## src/rtl/freq_div.sv

```systemverilog
// -----------------------------------------------------------------------------
// freq_div
// -----------------------------------------------------------------------------
// Converts one gate measurement from the reciprocal counter into a fixed-point
// signal frequency:
//     freq = (sig_cnt * REF_FREQ_HZ * 2^FRAC_BITS) / ref_cnt
// The scaled numerator is formed in one cycle (MUL), then a restoring divider
// produces one quotient bit per cycle, MSB first (DIV), and the result is
// presented for one cycle (DONE). A one-deep pending buffer holds a sample
// that arrives while the divider is busy.
//
// Optional build feature:
//   FREQ_DIV_ROUND_EN  - when defined, ref_cnt/2 is added to the numerator so
//                        the quotient is rounded half-up. The internal width
//                        NW and the divide length grow by one bit/cycle.
//                        When undefined the quotient truncates toward zero.
//
// Ports:
//   clk_i           reference clock
//   rst_n_i         asynchronous reset, active-low
//   data_valid_i    one-cycle strobe qualifying data_i
//   data_i[63:0]    [63:32] ref_cnt, [31:0] sig_cnt
//   clear_i         synchronous abort: back to IDLE, pending buffer and
//                   overrun flag cleared, result registers kept
//   busy_o          high whenever the FSM is not IDLE
//   result_valid_o  one-cycle strobe; result outputs valid in the same cycle
//   freq_o[63:0]    unsigned quotient with FRAC_BITS fractional bits
//   sig_cnt_o       sig_cnt of the sample behind the current result
//   ref_cnt_o       ref_cnt of the sample behind the current result
//   div_zero_o      current result came from ref_cnt == 0
//   sat_o           current result saturated to all-ones
//   overrun_o       sticky: a pending sample was overwritten
// -----------------------------------------------------------------------------
module freq_div #(
    parameter logic [31:0] REF_FREQ_HZ = 32'd100000000,
    parameter int unsigned FRAC_BITS   = 8
) (
    input  logic        clk_i,
    input  logic        rst_n_i,
    input  logic        data_valid_i,
    input  logic [63:0] data_i,
    input  logic        clear_i,
    output logic        busy_o,
    output logic        result_valid_o,
    output logic [63:0] freq_o,
    output logic [31:0] sig_cnt_o,
    output logic [31:0] ref_cnt_o,
    output logic        div_zero_o,
    output logic        sat_o,
    output logic        overrun_o
);

`ifdef FREQ_DIV_ROUND_EN
    localparam bit ROUND_EN = 1'b1;
`else
    localparam bit ROUND_EN = 1'b0;
`endif

    localparam int NW    = 64 + int'(FRAC_BITS) + int'(ROUND_EN);
    localparam int CNT_W = $clog2(NW);

    typedef enum logic [1:0] {
        IDLE = 2'd0,
        MUL  = 2'd1,
        DIV  = 2'd2,
        DONE = 2'd3
    } state_t;

    // Scaled numerator. sig_cnt * REF_FREQ_HZ is at most 64 bits, so after the
    // FRAC_BITS shift (and optional half-divisor bias) it always fits in NW.
    function automatic logic [NW-1:0] scale_num(input logic [31:0] sig,
                                                input logic [31:0] rf);
        logic [63:0]   prod;
        logic [NW-1:0] n;
        prod = 64'(sig) * 64'(REF_FREQ_HZ);
        n    = NW'(prod) << FRAC_BITS;
        n    = n + (ROUND_EN ? NW'(rf >> 1) : '0);
        return n;
    endfunction

    // Clamp the NW-bit quotient to 64 bits; returns {sat, freq}.
    function automatic logic [64:0] sat_freq(input logic [NW-1:0] q);
        logic [NW-1:0] hi;
        hi = q >> 64;
        if (|hi) begin
            return {1'b1, 64'hFFFF_FFFF_FFFF_FFFF};
        end
        return {1'b0, q[63:0]};
    endfunction

    state_t          state_q, state_d;
    logic [CNT_W-1:0] cnt_q;
    logic            pend_full_q;
    logic [63:0]     pend_data_q;
    logic [31:0]     cur_sig_q, cur_ref_q;
    logic [NW-1:0]   num_q, quo_q;
    logic [NW:0]     rem_q;

    logic            load;
    logic [63:0]     load_data;
    logic            pend_wr;
    logic            enter_done;
    logic [NW:0]     rem_sh, rem_next;
    logic [NW:0]     den_ext;
    logic            q_bit;
    logic [NW-1:0]   quo_next;
    logic [64:0]     sat_res;

    assign busy_o         = (state_q != IDLE);
    assign result_valid_o = (state_q == DONE);

    // ---- next-state / load selection ----
    always_comb begin
        state_d   = state_q;
        load      = 1'b0;
        load_data = data_i;
        case (state_q)
            IDLE: begin
                // A waiting sample is older than anything on data_i, so it goes first.
                if (pend_full_q) begin
                    load      = 1'b1;
                    load_data = pend_data_q;
                    state_d   = MUL;
                end else if (data_valid_i) begin
                    load    = 1'b1;
                    state_d = MUL;
                end
            end
            MUL:     state_d = (cur_ref_q == '0) ? DONE : DIV;
            DIV:     state_d = (cnt_q == '0) ? DONE : DIV;
            DONE:    state_d = IDLE;
            default: state_d = IDLE;
        endcase
        if (clear_i) begin
            state_d = IDLE;
            load    = 1'b0;
        end
    end

    // Any strobe that is not taken directly by IDLE lands in the pending buffer.
    assign pend_wr    = data_valid_i && !clear_i && ((state_q != IDLE) || pend_full_q);
    assign enter_done = (state_d == DONE) && (state_q != DONE);

    // ---- restoring divide step ----
    always_comb begin
        den_ext  = (NW+1)'(cur_ref_q);
        rem_sh   = (rem_q << 1) | (NW+1)'(num_q[NW-1]);
        q_bit    = (rem_sh >= den_ext);
        rem_next = q_bit ? (rem_sh - den_ext) : rem_sh;
        quo_next = (quo_q << 1) | NW'(q_bit);
        sat_res  = sat_freq(quo_next);
    end

    // ---- control registers and results ----
    always_ff @(posedge clk_i or negedge rst_n_i) begin
        if (!rst_n_i) begin
            state_q     <= IDLE;
            cnt_q       <= '0;
            pend_full_q <= 1'b0;
            overrun_o   <= 1'b0;
            freq_o      <= '0;
            sig_cnt_o   <= '0;
            ref_cnt_o   <= '0;
            div_zero_o  <= 1'b0;
            sat_o       <= 1'b0;
        end else begin
            state_q <= state_d;

            if (state_q == MUL) begin
                cnt_q <= CNT_W'(NW - 1);
            end else if (state_q == DIV) begin
                cnt_q <= cnt_q - CNT_W'(1);
            end

            if (clear_i) begin
                pend_full_q <= 1'b0;
                overrun_o   <= 1'b0;
            end else if (pend_wr) begin
                pend_full_q <= 1'b1;
                // In IDLE the old pending sample is being consumed, so it is not lost.
                if (pend_full_q && (state_q != IDLE)) begin
                    overrun_o <= 1'b1;
                end
            end else if ((state_q == IDLE) && pend_full_q) begin
                pend_full_q <= 1'b0;
            end

            if (enter_done) begin
                sig_cnt_o <= cur_sig_q;
                ref_cnt_o <= cur_ref_q;
                if (state_q == MUL) begin
                    freq_o     <= '1;
                    div_zero_o <= 1'b1;
                    sat_o      <= 1'b0;
                end else begin
                    freq_o     <= sat_res[63:0];
                    div_zero_o <= 1'b0;
                    sat_o      <= sat_res[64];
                end
            end
        end
    end

    // ---- datapath registers ----
    always_ff @(posedge clk_i) begin
        if (pend_wr) begin
            pend_data_q <= data_i;
        end
        if (load) begin
            cur_sig_q <= load_data[31:0];
            cur_ref_q <= load_data[63:32];
        end
        if (state_q == MUL) begin
            num_q <= scale_num(cur_sig_q, cur_ref_q);
            rem_q <= '0;
            quo_q <= '0;
        end else if (state_q == DIV) begin
            num_q <= num_q << 1;
            rem_q <= rem_next;
            quo_q <= quo_next;
        end
    end

endmodule

```

## config.mk

```make
export PLATFORM = sky130hd
export DESIGN_NAME = freq_div
export DESIGN_NICKNAME = d
export VERILOG_FILES = /design/src/rtl/freq_div.sv
export SDC_FILE = /design/constraint.sdc
export NUM_CORES = 2
export LEC_CHECK = 0
export ABC_AREA = 1
export BUFFER_PORTS_ARGS = -buffer_cell sky130_fd_sc_hd__buf_2
export CORE_ASPECT_RATIO = 2
export CORE_MARGIN = 2
export CORE_UTILIZATION = 40
export CTS_CLUSTER_SIZE = 28
export DETAILED_ROUTE_END_ITERATION = 12
export SYNTH_ARGS = -nofsm -noshare
export SYNTH_HDL_FRONTEND = slang
export SYNTH_SLANG_ARGS = --single-unit
export TNS_END_PERCENT = 1
```

## constraint.sdc

```tcl
create_clock -name clk_i -period 5.9 [get_ports clk_i]
set_clock_uncertainty 0.15 [all_clocks]
set_input_delay 0.885 -clock clk_i [delete_from_list [all_inputs] [get_ports clk_i]]
set_output_delay 0.885 -clock clk_i [all_outputs]
set_load 0.1 [all_outputs]
```

==> out/results.txt <==
Critical path arrival - 6050 ps
Register area - 0.01187 mm^2
Final #Nets - 5436
FILL cells - 8722
Mean Syn Cell Area - 8.184 um^2
Worst Max-Slew Pin Slew - 1098 ps
Path type of the worst setup path - reg2reg
Syn. warnings - 0
Clock Tree Buf Depth - 3
Syn Nets - 4942
Synth Flop Type - edfxtp_1
Commonest non-fill, non-tap cell in the layout - nand2_1
CTS Buf Count - 47
Sequential-to-total area share from yosys stat - 0.3339
Vias per inst - 5.053
Ratio of final minimum period to clock period - 0.9854
Async SR Flop Fraction - 0.3013
Max Cap Violations - 0
Cell count after synthesis - 4342
Antenna diodes - 0
Global-route usage over all layers - 0.2759
Detailed placer's ending HPWL - 100400 um
Number of global-route vias before repair - 32.33k
Clk Latency, worst-skew pair - 640 ps
Status - finished clean
Final min period - 5814 ps
Hold Crit Class - in2async
Chip height - 425.5 um
Syn-to-layout area delta - 23.07%
Pin count of the biggest net entering global routing - 187
RePlAce Congestion - 1.059
EDFF count, synth - 179
TritonCTS clock tree - yes
Share of layout cells above drive strength 1 - 0.2254
Clock sinks - 468
RSZ-0062 raised after global routing - true
Most frequent cells in the layout - nand2_1 (909), inv_1 (720), nor2_1 (378)
Total wire length - 126400 um
Slew margin rel. - 0.2678
DR iter-0 viols - 1607
Multi-input logic area - 0.02185 mm^2
Core Box Area - 0.08806 mm^2
Root Driver - clkbuf_16
Die area - 0.09138 mm^2
Crit path capture type - flip-flop
Critical Path RT - 6140 ps
# DRC - 0
Initial antenna violation count - 0
Routed wire per std cell - 20.91 um
CTS Hold Bufs - 0
Global-route wire length before repair - 187800 um
FF+latch count, synth - 468
Width of the die - 214.8 um
Mapped cell area - 0.03554 mm^2
I/O pin total - 201
Std-Cell Rows - 154
First-pass detailed-route iteration total - 5
Antenna-violating nets left - 0
Initial Utilization - 0.4035
Pins Over Slew Limit - 0
GRT overflow - 0
Number of port buffers - 200
Via Count - 30.55k
Final Hold Violating Endpoints - 0
Worst Path Max Fanout - 6
Clock slew at reported path FFs - 70 ps
CTS H-tree depth - 2
Fmax - 172.0 MHz
Fin util - 0.4966
Synth cell types - 43
Nature of the critical path startpoint - flip-flop
Endpoints failing setup - 0
## per-stage QoR
stage                     setup TNS, ps  hold WS [ps]  worst slack [ps]  cells  instance area, um^2
after CTS                        -135.9         12.37            -34.24   6014                42350
after detailed placement          -8835         311.1            -680.8   5898                39810
final                                 0         25.34             86.10   6045                43730
after global routing             -820.7         44.71            -70.69   6045                43730
after global placement            -8208         308.6            -665.0   5898                39810
after floorplan                  -26170         287.4            -408.9   4342                35540
## state kept, by name, summed over array words and instances, names as in the netlist, 2 cells and up
signal / flops
cnt_q: 7
cur_ref_q: 32
cur_sig_q: 32
freq_o: 64
num_q: 56
pend_data_q: 64
quo_q: 71
ref_cnt_o: 32
rem_q: 72
sig_cnt_o: 32
state_q: 2
## cells by family (layout without fill, tap and decap cells)
family / after synthesis / after routing / synth area share
flops: 468 / 468 / 0.3339
simple gates: 1781 / 1781 / 0.2080
xor+xnor: 58 / 58 / 0.01430
mux: 64 / 64 / 0.02028
compound gates: 526 / 526 / 0.07803
fa+ha+maj: 532 / 532 / 0.2439
buf+inv: 913 / 1446 / 0.1016
## layout make-up
| cell class | instances | area share |
|---|---|---|
| clock buffer | 60 | 0.02941 |
| clock inverter | 28 | 0.008440 |
| inverter | 790 | 0.06818 |
| multi-input combinational | 2961 | 0.4997 |
| sequential | 468 | 0.2713 |
| tap | 1170 | 0.03347 |
| timing repair buffer | 568 | 0.08946 |
## final timing paths
check	from	end	slack, ps	cells past startpoint
max in group asynchronous	rst_n_i	freq_o[30]	4470	2
min	rst_n_i	sig_cnt_o[12]	30	1
max	cur_sig_q[27]	num_q[60]	90	21
max reg2reg	cur_sig_q[27]	num_q[60]	90	21
min in group clk_i	data_i[3]	pend_data_q[3]	290	1
min reg2reg	quo_q[64]	quo_q[65]	320	2
## critical path, stage by stage, from the launching register on
cell and delay (ps):
edfxtp_1 540, buf_6 190, buf_4 140, fa_1 490
inv_1 50, fa_1 470, fa_1 540, inv_1 50
fa_1 470, fa_2 570, ha_1 230, ha_2 390
nand2_1 110, nor2_2 110, inv_2 70, buf_4 160
nor3_4 240, nand4_1 240, nand3_1 150, nand2_1 70
nand3_2 70, nand2_1 60
## routing by layer
layer | global-route usage | vias up | part of all wire
met1 | 0.2491 | 14560 | 0.32
li1 | - | 14760 | -
met4 | 0.2205 | 0 | 0.093
met3 | 0.02919 | 413 | 0.034
met5 | 0 | - | 0
met2 | 0.5477 | 808 | 0.55
## cells in the mapped netlist (15+ instances only)
cell type	number	share of area
clkbuf_1	76	0.0080
nor2_1	434	0.046
buf_2	17	0.0024
o21ai_1	124	0.017
nand4_1	50	0.0088
fa_1	268	0.15
nand3_1	189	0.027
a31oi_1	22	0.0039
o21ai_0	198	0.028
xor2_1	43	0.011
a21o_1	23	0.0049
edfxtp_1	179	0.15
mux2_2	64	0.020
dfrtp_1	141	0.099
xnor2_1	15	0.0037
buf_6	18	0.0057
inv_1	787	0.083
a21oi_1	140	0.020
ha_1	264	0.093
dfxtp_1	148	0.083
nand3b_1	25	0.0053
nor3_1	97	0.014
nand2_1	948	0.10
## timing repair
| item | in CTS | in global routing |
|---|---|---|
| pin swaps | 53 | 162 |
| endpoints found under the setup margin | 31 | 35 |
| cloned | 0 | 0 |
| setup buffers | 28 | 37 |
| resized for setup | 181 | 315 |
Power is not shown: default switching activity piles up to over one toggle a cycle in this logic, so the estimate is an artifact.
